### src/rtl/spi_slave.sv
// spi_slave: SPI target supporting all four CPOL/CPHA modes.
// The SPI pins are oversampled in the clk domain; nothing is clocked by sclk.
// Words are DATA_WIDTH bits, MSB first, back-to-back within one csb-low frame.
//
// Ports:
//   clk, resetb          system clock, asynchronous active-low reset
//   CPOL, CPHA           SPI mode (static while busy)
//   sclk, csb, din       asynchronous SPI inputs from the master
//   dout                 serial data to the master
//   tx_data, tx_load     parallel word into the one-entry tx buffer
//   tx_ready             tx buffer empty
//   rx_data, rx_valid    last complete received word, one-cycle update strobe
//   busy                 synchronized csb is low
//   tx_underrun          word started with the tx buffer empty
//   frame_abort          csb rose with a partial word in flight
module spi_slave #(
    parameter int unsigned DATA_WIDTH = 16
) (
    input  logic                  clk,
    input  logic                  resetb,
    input  logic                  CPOL,
    input  logic                  CPHA,
    input  logic                  sclk,
    input  logic                  csb,
    input  logic                  din,
    output logic                  dout,
    input  logic [DATA_WIDTH-1:0] tx_data,
    input  logic                  tx_load,
    output logic                  tx_ready,
    output logic [DATA_WIDTH-1:0] rx_data,
    output logic                  rx_valid,
    output logic                  busy,
    output logic                  tx_underrun,
    output logic                  frame_abort
);

    localparam int unsigned CntW = $clog2(DATA_WIDTH + 1);

    typedef enum logic [0:0] {StIdle, StActive} state_e;

    state_e                state_q, state_d;
    logic [2:0]            sclk_sync_q, sclk_sync_d;
    logic [1:0]            csb_sync_q, csb_sync_d;
    logic [1:0]            din_sync_q, din_sync_d;
    logic [CntW-1:0]       bit_cnt_q, bit_cnt_d;
    logic [DATA_WIDTH-1:0] tx_sr_q, tx_sr_d;
    logic [DATA_WIDTH-1:0] rx_sr_q, rx_sr_d;
    logic [DATA_WIDTH-1:0] rx_data_q, rx_data_d;
    logic [DATA_WIDTH-1:0] tx_buf_q, tx_buf_d;
    logic                  tx_full_q, tx_full_d;
    logic                  dout_q, dout_d;
    logic                  rx_valid_q, rx_valid_d;
    logic                  tx_underrun_q, tx_underrun_d;
    logic                  frame_abort_q, frame_abort_d;

    logic sclk_s, sclk_prev, csb_s, din_s;
    logic sclk_rise, sclk_fall, lead_edge, trail_edge, sample_edge, shift_edge;
    logic word_load;

    assign sclk_s    = sclk_sync_q[1];
    assign sclk_prev = sclk_sync_q[2];
    assign csb_s     = csb_sync_q[1];
    assign din_s     = din_sync_q[1];

    assign sclk_rise   = sclk_s & ~sclk_prev;
    assign sclk_fall   = ~sclk_s & sclk_prev;
    assign lead_edge   = CPOL ? sclk_fall : sclk_rise;
    assign trail_edge  = CPOL ? sclk_rise : sclk_fall;
    assign sample_edge = CPHA ? trail_edge : lead_edge;
    assign shift_edge  = CPHA ? lead_edge : trail_edge;

    always_comb begin
        sclk_sync_d   = {sclk_sync_q[1:0], sclk};
        csb_sync_d    = {csb_sync_q[0], csb};
        din_sync_d    = {din_sync_q[0], din};
        state_d       = state_q;
        bit_cnt_d     = bit_cnt_q;
        tx_sr_d       = tx_sr_q;
        rx_sr_d       = rx_sr_q;
        rx_data_d     = rx_data_q;
        tx_buf_d      = tx_buf_q;
        tx_full_d     = tx_full_q;
        rx_valid_d    = 1'b0;
        tx_underrun_d = 1'b0;
        frame_abort_d = 1'b0;
        word_load     = 1'b0;

        unique case (state_q)
            StIdle: begin
                bit_cnt_d = '0;
                if (!csb_s) begin
                    state_d   = StActive;
                    word_load = 1'b1;
                end
            end
            StActive: begin
                if (csb_s) begin
                    // Partial word is dropped; the tx buffer is left alone.
                    state_d       = StIdle;
                    bit_cnt_d     = '0;
                    frame_abort_d = (bit_cnt_q != '0);
                end else if (sample_edge) begin
                    rx_sr_d = {rx_sr_q[DATA_WIDTH-2:0], din_s};
                    if (bit_cnt_q == CntW'(DATA_WIDTH - 1)) begin
                        rx_data_d  = rx_sr_d;
                        rx_valid_d = 1'b1;
                        bit_cnt_d  = '0;
                        word_load  = 1'b1;
                    end else begin
                        bit_cnt_d = bit_cnt_q + CntW'(1);
                    end
                end else if (shift_edge && (bit_cnt_q != '0)) begin
                    // With bit_cnt at 0 the new word's MSB must stay on dout.
                    tx_sr_d = {tx_sr_q[DATA_WIDTH-2:0], 1'b0};
                end
            end
            default: state_d = StIdle;
        endcase

        if (word_load) begin
            if (tx_full_q) begin
                tx_sr_d   = tx_buf_q;
                tx_full_d = 1'b0;
            end else if (tx_load) begin
                // Bypass: the word goes straight to the shifter, buffer stays empty.
                tx_sr_d = tx_data;
            end else begin
                tx_sr_d       = '0;
                tx_underrun_d = 1'b1;
            end
        end else if (tx_load && !tx_full_q) begin
            tx_buf_d  = tx_data;
            tx_full_d = 1'b1;
        end

        dout_d = (state_d == StActive) ? tx_sr_d[DATA_WIDTH-1] : 1'b0;
    end

    always_ff @(posedge clk or negedge resetb) begin
        if (!resetb) begin
            state_q       <= StIdle;
            sclk_sync_q   <= 3'b000;
            csb_sync_q    <= 2'b11;
            din_sync_q    <= 2'b00;
            bit_cnt_q     <= '0;
            tx_sr_q       <= '0;
            rx_sr_q       <= '0;
            rx_data_q     <= '0;
            tx_buf_q      <= '0;
            tx_full_q     <= 1'b0;
            dout_q        <= 1'b0;
            rx_valid_q    <= 1'b0;
            tx_underrun_q <= 1'b0;
            frame_abort_q <= 1'b0;
        end else begin
            state_q       <= state_d;
            sclk_sync_q   <= sclk_sync_d;
            csb_sync_q    <= csb_sync_d;
            din_sync_q    <= din_sync_d;
            bit_cnt_q     <= bit_cnt_d;
            tx_sr_q       <= tx_sr_d;
            rx_sr_q       <= rx_sr_d;
            rx_data_q     <= rx_data_d;
            tx_buf_q      <= tx_buf_d;
            tx_full_q     <= tx_full_d;
            dout_q        <= dout_d;
            rx_valid_q    <= rx_valid_d;
            tx_underrun_q <= tx_underrun_d;
            frame_abort_q <= frame_abort_d;
        end
    end

    assign dout        = dout_q;
    assign tx_ready    = ~tx_full_q;
    assign rx_data     = rx_data_q;
    assign rx_valid    = rx_valid_q;
    assign busy        = (state_q == StActive);
    assign tx_underrun = tx_underrun_q;
    assign frame_abort = frame_abort_q;

endmodule

### config.mk
export PLATFORM = sky130hd
export DESIGN_NAME = spi_slave
export DESIGN_NICKNAME = d
export VERILOG_FILES = /design/src/rtl/spi_slave.sv
export SDC_FILE = /design/constraint.sdc
export NUM_CORES = 1
export LEC_CHECK = 0
export CORE_MARGIN = 4
export CORE_UTILIZATION = 59
export CTS_BUF_LIST = sky130_fd_sc_hd__clkbuf_8
export CTS_CLUSTER_DIAMETER = 30
export DETAILED_ROUTE_END_ITERATION = 12
export DONT_BUFFER_PORTS = 1
export HOLD_SLACK_MARGIN = 0.15
export PLACE_DENSITY_LB_ADDON = 0.12
export REMOVE_ABC_BUFFERS = 1
export SLEW_MARGIN = 20
export SYNTH_ARGS = -nofsm -noshare
export SYNTH_HDL_FRONTEND = slang
export SYNTH_SLANG_ARGS = --single-unit
### constraint.sdc
create_clock -name clk -period 1.8 [get_ports clk]
set_input_delay 0.27 -clock clk [delete_from_list [all_inputs] [get_ports clk]]
set_output_delay 0.27 -clock clk [all_outputs]
set_load 0.02 [all_outputs]
# Yosys cells after proc, flatten, opt, wreduce, memory -nomap -nowiden
# Cells that the tools add are included.
# word_totals
ff_bits,81
inputBits,24
out_inout_bits,22
word_cells,68
# op_classes
add_sub_neg,1
n_eq_ne,4
mux,29
bitwise,8
reduce_logical,11
# ops
cell,n
$mux W16,7
$mux W1,17
$mux W5,3
$pmux W5 S2,1
$reduce_and A4 Y1,2
$not A1 Y1,6
$reduce_bool A2 Y1,3
$add A5 B1 Y5 const B,1
$eq A5 B4 Y1 const B,1
$reduce_bool A5 Y1,1
$ne A2 B1 Y1 const B,2
$ne A3 B1 Y1 const B,1
$reduce_and A3 Y1,1
$and A1 B1 Y1,2
$logic_and A1 B1 Y1,2
$pmux W1 S2,1
$reduce_and A2 Y1,1
$logic_not A1 Y1,1

# Depth between registers and ports, before layout
# Gate-level depths: netlist of the first run.
# logic_depth
word_depth,11
depth_mapped,8

# Worst setup path after synthesis of the first run
# OpenSTA, ideal clock, no wires.
# synth_timing
path_kind,input to register
startpoint,input CPOL
endpoint,register tx_buf_q[10]
setup_time_ps,125
t_arrival_ps,1794
required_ps,1675
slack_ps,-119
stages,7
n_path_buf,2
path_cell_list,xnor2_2 > mux2i_4 > o22ai_4 > nor2b_2 > buf_6 > buf_6 > mux2_4
# synth_between
elab_chain_cells,7
elab_cells_between_ends,8
classes_between,mux: 6; bitwise: 1; reduce/logical: 1
# synth_lines
element,line,source
"start, declared",21,"input logic CPOL,"
$mux W1 (on tied branches),"67, 68",
$mux W1 (*),69,assign sample_edge = CPHA ? trail_edge : lead_edge;
$mux W1 (*),102,end else if (sample_edge) begin
$mux W1 (*),97,if (csb_s) begin
$pmux W1 S2 (*),88,unique case (state_q)
$not A1 Y1 (no line) (*),-,
$reduce_and A2 Y1 (no line) (*),-,
"end signal, assigned",164,tx_buf_q <= tx_buf_d;
"end, declared",49,"logic [DATA_WIDTH-1:0] tx_buf_q, tx_buf_d;"
# Mark *: on every way between the ends. The rest lies on a longest branch, timed or not.
# A chain may end at the register's enable or synchronous reset.

# Final worst setup path of the first run
# layout_timing
startpoint,register bit_cnt_q[0]
endpoint,register tx_buf_q[11]
# layout_between
elab_chain_cells,7
# layout_lines
element,line,source
"start, declared",45,"logic [CntW-1:0] bit_cnt_q, bit_cnt_d;"
"start signal, assigned",160,bit_cnt_q <= bit_cnt_d;
$eq A5 B4 Y1,104,if (bit_cnt_q == CntW'(DATA_WIDTH - 1)) begin
$mux W1,104,
$mux W1,102,
$mux W1,97,
$pmux W1 S2,88,
$not A1 Y1 (no line),-,
$reduce_and A2 Y1 (no line),-,
# Every way passes these cells.

==> results of run 1 <==
## through the flow
stage | hold slack [ns] | power [W]
after global placement | -0.02340 | 0.002640
after CTS | -0.4113 | 0.004077
after global routing | -0.4243 | 0.004287
after detailed placement | -0.02366 | 0.002670
final | -0.3946 | 0.004099
after floorplan | -0.02559 | 0.002537
## worst max-delay path, stage by stage (launching register included)
cell       delay (ns)
dfrtp_1          0.40
buf_4            0.15
ha_2             0.18
nand4b_1         0.11
nand2b_4         0.15
o22ai_4          0.07
nor2b_4          0.22
clkbuf_16        0.20
mux2_4           0.30
## registers in the layout, summed over array words and instances (netlist names), 2 cells and up
name	cells
tx_sr_q	16
csb_sync_q	2
sclk_sync_q	3
din_sync_q	2
bit_cnt_q	5
rx_data	16
tx_buf_q	16
rx_sr_q	15
## power breakdown
part / total, W / switching, W / internal [W]
registers: 0.00221 / 0.000170 / 0.00204
clock network: 0.00132 / 0.000642 / 0.000674
logic: 0.000569 / 0.000214 / 0.000354
total: 0.00410 / 0.00103 / 0.00307
## cells by family after synthesis
group                      after synthesis  share of synthesized area (%)
DFF                                     81                          60.34
AOI/OAI and AO/OA                       51                          10.97
muxes                                   51                          18.42
and+or+nand+nor                         30                          5.432
buffers and inverters                   18                          3.088
xor gates and xnor gates                 3                          1.005
adders and majority gates                2                         0.7439
## worst max-delay path by stage
stage | start | to | slack, ns | depth (start not counted)
floorplan | tx_full_q | tx_buf_q[0] | -0.64 | 3
global placement | sclk_sync_q[1] | dout | -0.20 | 5
detailed placement | sclk_sync_q[1] | dout | -0.30 | 5
CTS | bit_cnt_q[0] | tx_sr_q[13] | -0.06 | 6
global route | bit_cnt_q[0] | tx_sr_q[3] | -0.22 | 6
finish | bit_cnt_q[0] | tx_buf_q[11] | -0.1 | 8
## timing repair
| action | CTS | global route |
|---|---|---|
| pin swaps | 8 | 7 |
| cloned | 2 | 2 |
| endpoints found under the hold margin | 111 | 81 |
| resized for setup | 24 | 11 |
| setup endpoints to repair | 48 | 63 |
| setup buffers | 3 | 1 |
## layer usage
metal  wire (microns)  GRT usage (%)  part of all wire (%)
met1             2833          24.48                    41
met2             3515          32.58                    51
met3              397          8.095                   5.7
met4              176          8.187                   2.5
met5                0              0                     0
## synth_stat cells, types with 2 or more instances
| cell | n |
|---|---|
| a22oi_1 | 14 |
| buf_2 | 2 |
| a221oi_1 | 14 |
| nor3_1 | 2 |
| nand2b_1 | 2 |
| ha_1 | 2 |
| buf_6 | 4 |
| a21oi_1 | 17 |
| dfrtp_1 | 79 |
| mux2_2 | 37 |
| mux2_4 | 10 |
| inv_1 | 4 |
| and3_1 | 3 |
| nor2b_1 | 3 |
| nor2_1 | 7 |
| dfstp_2 | 2 |
| nand2_1 | 5 |
| mux2i_1 | 3 |
| o21ai_0 | 2 |
| clkbuf_1 | 7 |
## area by class of cell
cell class                 instances  area [sq um]
fill                             307          1262
inverter                           4         15.01
multi-input combinational        138          1390
clock buffer                      10         137.6
tap                               72         90.09
sequential                        81          2029
clock inverter                     6         60.06
timing repair buffer              48         521.8
==> impl_metrics.yaml, run 1 <==
outcome:
  status: "finished with violations"
  violations: "hold timing, setup timing"
cells_and_area:
  instances_no_fill: 359
  fin_nets: 308
  num_antenna_cells: 0
  syn2layout_area_growth_pct: 26.19
  drive_gt1_share_pct: 41.11
  final_cell_mix: "dfrtp_1 (79), mux2_2 (34), dlygate4sd3_1 (20), buf_4 (18), a21oi_1 (17)"
  utilization_pct: 77.07
  postLayoutCellArea_sq_um: 4244
  final_common_cell: "dfrtp_1"
logic_synthesis:
  synth.distinct_cells: 37
  async_reset_ff_share_pct: 100.0
  synth.avg_cell_area_sq_um: 14.25
  synth_warnings: 0
  yosysTopAreaCellShare_pct: 58.78
  synth_seq_area_share_pct: 60.34
  synth_top_area_cell: "dfrtp_1"
  ys_seq_elements: 81
  synth_edf_count: 0
  synth_area_sq_um: 3363
  syn_inst: 236
  synth_area_leaders: "dfrtp_1 (59%), mux2_2 (12%), mux2_4 (4.5%)"
  synth_ff_type: "dfrtp_1"
power:
  power.density_nw_per_um2: 965.9
  peakVddDrop_v: 0.0006661
  power.leakage_nw: 1.933
cts:
  clkLatencyLatePin_ns: 0.35
  clk_path_buf_depth: 2
  cts-root-buf: "clkbuf_8"
  path_clk_slew_ns: 0.08
  cts_tree: "built"
  h-tree-depth: 3
  clkSinkCount: 81
  cts_buffers: 9
  ctsHoldBuffers: 20
floorplan:
  die_x_microns: 83.50
  start_util_pct: 61.08
  boundaryPins: 46
  die_area_sq_um: 6972
  die_height_microns: 83.50
  coreArea_sq_um: 5507
  rows: 27
setup_path:
  required_ns: 2.04
  cp_max_fo: 7
  startpoint_type: "flip-flop"
  worstPathArrival_ns: 2.14
  r2r_slack_ns: -0.1
  worstReg2RegStart: "bit_cnt_q[0]"
  endpoint_kind: "flip-flop"
  r2r_cells: 8
  reg2reg_to: "tx_buf_q[11]"
  worstSetupPathType: "reg -> reg"
timing:
  fin_crit_sh_pct: 105.3
  fmaxAchievable_mhz: 527.5
  final_max_slew_viol_count: 0
  rsz0062_at_grt: "true"
  skew_ns: 0.01066
  maxSlewHeadroom_pct: 63.16
  holdWs_ns: -0.3946
  setup_viol: 41
  final_hold_viol_count: 81
  setup_slack_ns: -0.09568
  tns_ns: -2.597
  fin_crit_ns: 1.896
  worst_slew_pin_slew_ns: 0.5520
placed_design:
  io_buffers: 0
  dp_cells: 315
  hpwl_microns: 3962
  place.gp.congestion: 0.7892
  dp_slack_ns: -0.3032
  placed_area_sq_um: 3560
global_route:
  grt_start_max_net_pins: 82
  antenna_found_initial: 0
  grt_usage_pct: 20.26
  gr-total-overflow: 0
  grt_pass1_vias: 2267
  grt_pass1_wl_microns: 11160
route:
  drc: 0
  avgRoutedWirePerCell_microns: 19.28
  viasPerCell: 5.875
  drtIter0Drc: 89
  routed_wl_microns: 6922
  final_antenna_net_count: 0
  vias: 2109
  first_pass_iters: 4
run:
  maxCapViolCount: 0
hold_path:
  min_path_type: "in -> async"
No activity file was read; power rests on OpenSTA's default activity.
==> run 2, diff against run 1 <==
--- a/config.mk
+++ b/config.mk
@@ -11,6 +11,7 @@
 export CTS_CLUSTER_DIAMETER = 30
 export DETAILED_ROUTE_END_ITERATION = 12
 export DONT_BUFFER_PORTS = 1
+export GPL_ROUTABILITY_DRIVEN = 0
 export HOLD_SLACK_MARGIN = 0.15
 export PLACE_DENSITY_LB_ADDON = 0.12
 export REMOVE_ABC_BUFFERS = 1
==> constraint.sdc (replaced) <==
create_clock -name clk -period 1.8 [get_ports clk]
set_input_delay 0.36 -clock clk [delete_from_list [all_inputs] [get_ports clk]]
set_output_delay 0.36 -clock clk [all_outputs]
set_load 0.02 [all_outputs]
==> run 2 against run 1 <==
Against the previous run:
- worst setup slack improved by 0.011 ns
- global-route usage increased by 1.4 points
- the run still ends with hold timing, setup timing left
- die area unchanged
- sequential cell count unchanged
- via count increased by 3.1%
- power increased by 8.4%
==> impl_metrics.yaml, run 2 (synthesized netlist as in run 1, its figures left out) <==
floorplan:
  coreArea_sq_um: 5507
  die_height_microns: 83.50
  rows: 27
  start_util_pct: 61.08
  die_x_microns: 83.50
  boundaryPins: 46
  die_area_sq_um: 6972
setup_path:
  startpoint_type: "flip-flop"
  worstPathArrival_ns: 2.12
  cp_max_fo: 8
  critPathLaunch: "csb_sync_q[1]"
  worstReg2RegStart: "csb_sync_q[1]"
  worstSetupPathType: "reg -> reg"
  required_ns: 2.03
  endpoint_kind: "flip-flop"
power:
  p_int_w: 0.003359
  power.leakage_nw: 1.984
  clockPowerShare_pct: 36.3
  seqPwrFrac_pct: 49.9
  power_switching_w: 0.001083
  finalPower_w: 0.004442
  p_sw_share_pct: 24.38
  combPwrFrac_pct: 13.7
  peakVddDrop_v: 0.0007512
  power.density_nw_per_um2: 1006
cells_and_area:
  final_cell_mix: "dfrtp_1 (79), mux2_4 (32), dlygate4sd3_1 (18), a21oi_1 (17), buf_4 (17)"
  final_common_cell: "dfrtp_1"
  drive_gt1_share_pct: 43.40
  instances_no_fill: 360
  utilization_pct: 80.21
  syn2layout_area_growth_pct: 31.32
  fin_nets: 309
  num_antenna_cells: 0
timing:
  setup_viol: 38
  rsz0062_at_grt: "true"
  worst_slew_pin_slew_ns: 0.5355
  fin_crit_sh_pct: 104.7
  setup_slack_ns: -0.08419
  skew_ns: 0.009067
  maxSlewHeadroom_pct: 64.26
  final_max_slew_viol_count: 0
  final_hold_viol_count: 81
  fin_crit_ns: 1.884
  fmaxAchievable_mhz: 530.7
  holdWs_ns: -0.3035
cts:
  cts_tree: "built"
  h-tree-depth: 3
  cts_buffers: 9
  clkSinkCount: 81
  cts-root-buf: "clkbuf_8"
  clk_path_buf_depth: 2
  path_clk_slew_ns: 0.09
  clkLatencyLatePin_ns: 0.35
  ctsHoldBuffers: 18
global_route:
  grt_usage_pct: 21.62
  met3_usage_pct: 6.713
  grtUsageMet1_pct: 25.48
  grt_pass1_wl_microns: 11880
  gr-total-overflow: 0
  antenna_found_initial: 0
  grt_busiest_layer: "met2"
  grt_pass1_vias: 2401
  grt_start_max_net_pins: 82
  use_met2_pct: 34.91
route:
  drc: 0
  routed_wl_microns: 7465
  vias: 2174
  first_pass_iters: 4
  viasPerCell: 6.039
  avgRoutedWirePerCell_microns: 20.74
  drtIter0Drc: 109
  final_antenna_net_count: 0
run:
  maxCapViolCount: 0
outcome:
  status: "finished with violations"
  violations: "hold timing, setup timing"
placed_design:
  dp_cells: 315
  hpwl_microns: 4000
  io_buffers: 0
hold_path:
  min_path_type: "in -> async"
run 2: power groups by stage:
| stage | logic [W] | clock network, W | registers [W] |
|---|---|---|---|
| 2_1_floorplan | 0.000356 | 0 | 0.00218 |
| 3_3_place_gp | 0.000444 | 0 | 0.00220 |
| 3_5_place_dp | 0.000466 | 0 | 0.00221 |
| 4_1_cts | 0.000593 | 0.00164 | 0.00220 |
| 5_1_grt | 0.000658 | 0.00172 | 0.00224 |
| 6_report | 0.000610 | 0.00161 | 0.00222 |
run 2: path summary, 6_finish.rpt:
check	end	depth (start not counted)	slack, ns
worst max-delay path	rx_data[15]	7	-0.08
worst min-delay path	bit_cnt_q[4]	0	-0.30
worst max register to register	rx_data[15]	7	-0.08
worst min register to register	sclk_sync_q[1]	0	0.35
max in group asynchronous	csb_sync_q[0]	0	1.90
min in group clk	tx_buf_q[0]	1	0.17
run 2: per-stage QoR:
step	TNS, ns	setup WS [ns]	area [sq um]
3_5_place_dp	-13.23	-0.3839	3547
6_report	-1.704	-0.08419	4417
2_1_floorplan	-14.05	-0.6959	3274
3_3_place_gp	-11.08	-0.3714	3547
5_1_grt	-4.732	-0.1830	4417
4_1_cts	-0.9964	-0.04011	4269
run 2: per-layer routing:
metal  part of all wire, %  vias up
met5                     0        -
met4                   2.3        0
met3                   5.5       16
met2                    52       75
met1                    40     1116
li1                      -      967
run 2: cell type report:
class | count | area [sq um]
inverters | 4 | 15.01
well taps | 72 | 90.09
fillers | 294 | 1090
clock buffers | 9 | 123.9
repair buffers | 49 | 554.3
multi-input cells | 138 | 1480
flip-flops and latches | 81 | 2029
clock inverters | 7 | 123.9
run 2: worst max-delay path, cell delays in order (launching register included):
cell	delay, ns
dfstp_2	0.54
inv_1	0.05
nand2_1	0.31
buf_4	0.23
nor3_4	0.05
buf_12	0.13
clkbuf_16	0.16
mux2_4	0.30
run 2: repair_timing:
action	in CTS	in global routing
cloned	2	2
buffers inserted	5	3
setup endpoints to repair	63	65
pin swaps	14	10
hold endpoints to repair	100	81
gates resized for setup	38	24
==> run 3, diff against run 2 <==
--- a/config.mk
+++ b/config.mk
@@ -5,6 +5,7 @@
 export SDC_FILE = /design/constraint.sdc
 export NUM_CORES = 1
 export LEC_CHECK = 0
+export ABC_AREA = 1
 export CORE_MARGIN = 4
 export CORE_UTILIZATION = 59
 export CTS_BUF_LIST = sky130_fd_sc_hd__clkbuf_8
==> run 3 against run 2 <==
Against the previous run:
- the run ends with hold timing left
- clock power is 13% lower
- global-route usage fell by 2.8 points
- worst setup slack improved by 0.24 ns
- worst hold slack got worse by 0.0056 ns
- count of clock-buffer cells in the layout up 2
- non-clock buffer count decreased by 34
- synthesized cell count increased by 64%
- power decreased by 3.6%
- final cell count up 33%
- first-iteration DRC count rose by 2.8%
- highest routed layer unchanged
==> impl_metrics.yaml, run 3 <==
cells_and_area:
  instances_no_fill: 478
  num_antenna_cells: 0
  final_common_cell: "nand2_1"
  syn2layout_area_growth_pct: 10.11
  fin_nets: 424
  postLayoutCellArea_sq_um: 4019
  drive_gt1_share_pct: 17.87
  final_cell_mix: "nand2_1 (98), dfrtp_1 (79), inv_1 (50), nand3_1 (39), o21ai_0 (32)"
cts:
  cts-root-buf: "clkbuf_8"
  clk_path_buf_depth: 2
  cts_tree: "built"
  path_clk_slew_ns: 0.09
  cts_buffers: 9
  clkSinkCount: 81
  h-tree-depth: 3
  ctsHoldBuffers: 10
  clkLatencyLatePin_ns: 0.35
logic_synthesis:
  yosys.area_share.simple_pct: 21.84
  synthAdderAreaFrac_pct: 0.6856
  synth_edf_count: 0
  synth.distinct_cells: 30
  synth_ff_type: "dfrtp_1"
  ys_seq_elements: 81
  yosysTopAreaCellShare_pct: 54.17
  synth_top_family_by_area: "simple AND/OR/NAND/NOR gates"
  yosys.cell_count.top_type: "nand2_1"
  synth_xor_area_share_pct: 0.2400
  netlist_top_cells_count: "nand2_1 (98), dfrtp_1 (79), inv_1 (50)"
  synth_seq_area_share_pct: 55.61
  async_reset_ff_share_pct: 100.0
  synthMuxAreaShare_pct: 0
  syn_inst: 387
  synth.avg_cell_area_sq_um: 9.431
  synth_compound_area_share_pct: 12.34
  synth_area_sq_um: 3650
  synth_warnings: 0
  synth_top_area_cell: "dfrtp_1"
  synth_area_leaders: "dfrtp_1 (54%), nand2_1 (10%), o21ai_2 (6.0%)"
timing:
  fin_crit_ns: 1.640
  maxSlewHeadroom_pct: 71.48
  holdWs_ns: -0.3090
  final_max_slew_viol_count: 0
  fmaxAchievable_mhz: 609.8
  worst_slew_pin_slew_ns: 0.4274
  fin_crit_sh_pct: 91.11
  skew_ns: 0.01114
  setup_viol: 0
  final_hold_viol_count: 81
route:
  first_pass_iters: 4
  drc: 0
  route.met2.wl_microns: 3123
  avgRoutedWirePerCell_microns: 13.34
  vias: 2510
  top_layer: "met4"
  wl_met3_microns: 304
  final_antenna_net_count: 0
  drtIter0Drc: 112
  met1_length_microns: 2834
  routed_wl_microns: 6376
  viasPerCell: 5.251
hold_path:
  min_path_type: "in -> async"
floorplan:
  start_util_pct: 61.28
  coreArea_sq_um: 5956
  die_height_microns: 86.65
  boundaryPins: 46
  die_area_sq_um: 7508
  die_x_microns: 86.65
  rows: 28
setup_path:
  worstSetupPathType: "reg -> reg"
  cp_max_fo: 15
  endpoint_kind: "flip-flop"
  startpoint_type: "flip-flop"
  cpLargestDelayFamily: "simple AND/OR/NAND/NOR gates"
  crit_buf_inv: 2
  path_cells: "inv_1 > ha_1 > nand4_1 > inv_1 > nor2_1 > nand3_4 > nand3_1 > nand3_1"
  critPathMaxStageDelay_ns: 0.37
  cp_slowest_cell: "dfrtp_1"
  worstPathArrival_ns: 1.87
  required_ns: 2.03
global_route:
  grt_usage_pct: 18.80
  grt_pass1_wl_microns: 11050
  grt_start_max_net_pins: 82
  gr-total-overflow: 0
  grt_pass1_vias: 2442
  antenna_found_initial: 0
power:
  seqPwrFrac_pct: 52.8
  clockPowerShare_pct: 32.6
  p_sw_share_pct: 28.36
  p_int_w: 0.003068
  power.density_nw_per_um2: 1066
  peakVddDrop_v: 0.0006828
  combPwrFrac_pct: 14.6
  power.leakage_nw: 1.910
  power_switching_w: 0.001215
run:
  maxCapViolCount: 0
outcome:
  status: "finished with violations"
  violations: "hold timing"
placed_design:
  dp_cells: 450
  hpwl_microns: 3980
  placed_area_sq_um: 3660
  io_buffers: 0
[run 3: cell count changes after synthesis, moves of 25 or more]
cell,delta
inv_1,+46
mux2_2,-37
nand2_1,+93
nand3_1,+38
o21ai_0,+30
o21ai_2,+25
[run 3: metrics by stage]
stage | worst slack [ns] | util (%) | total power, W | setup TNS [ns] | hold WS [ns]
2_1_floorplan | -0.1834 | - | 0.002748 | -2.795 | 0.06441
3_3_place_gp | 0.1563 | 61.45 | 0.002854 | 0 | 0.06614
3_5_place_dp | 0.1292 | 61.45 | 0.002887 | 0 | 0.06619
4_1_cts | 0.1117 | 66.72 | 0.004313 | 0 | -0.3256
5_1_grt | -0.009906 | 67.48 | 0.004525 | -0.009906 | -0.3406
6_report | 0.1601 | 67.48 | 0.004283 | 0 | -0.3090
[run 3: final timing paths]
check	startpoint	cells past startpoint	endpoint	slack (ns)
max	bit_cnt_q[0]	8	tx_sr_q[6]	0.16
min	resetb	0	rx_data[8]	-0.31
max reg2reg	bit_cnt_q[0]	8	tx_sr_q[6]	0.16
min reg2reg	din_sync_q[0]	0	din_sync_q[1]	0.35
max in group asynchronous	resetb	0	csb_sync_q[0]	1.91
min in group clk	tx_data[6]	2	tx_buf_q[6]	0.16
[run 3: routing by layer]
metal	vias to the layer above	track usage, %
li1	1258	-
met1	1190	24.23
met2	51	30.39
met3	11	5.418
met4	0	6.799
met5	-	0
[run 3: layout make-up]
cell class	count	area, sq um
clock inverter	5	62.56
tap	75	93.84
multi-input combinational	239	1311
timing repair buffer	15	162.7
sequential	81	2029
fill	513	1937
clock buffer	11	151.4
inverter	52	207.7
[run 3: kinds of logic (layout without fill, tap and decap cells)]
family / count (synthesis) / after routing
fa+ha+maj: 2 / 2
buf+inv: 68 / 83
flops: 81 / 81
xor+xnor: 1 / 1
simple gates: 164 / 165
compound gates: 71 / 71
[run 3: power by group through the flow]
stage          Combinational [W]  Clock [W]  Sequential, W
6_report                0.000627    0.00140        0.00226
5_1_grt                 0.000727    0.00150        0.00230
4_1_cts                 0.000625    0.00143        0.00226
3_5_place_dp            0.000596          0        0.00229
3_3_place_gp            0.000572          0        0.00228
2_1_floorplan           0.000482          0        0.00227
[run 3: timing repair]
item | CTS | global route
hold endpoints to repair | 91 | 81
setup buffers | 0 | 1
setup endpoints to repair | 0 | 30
gates resized for setup | 0 | 5
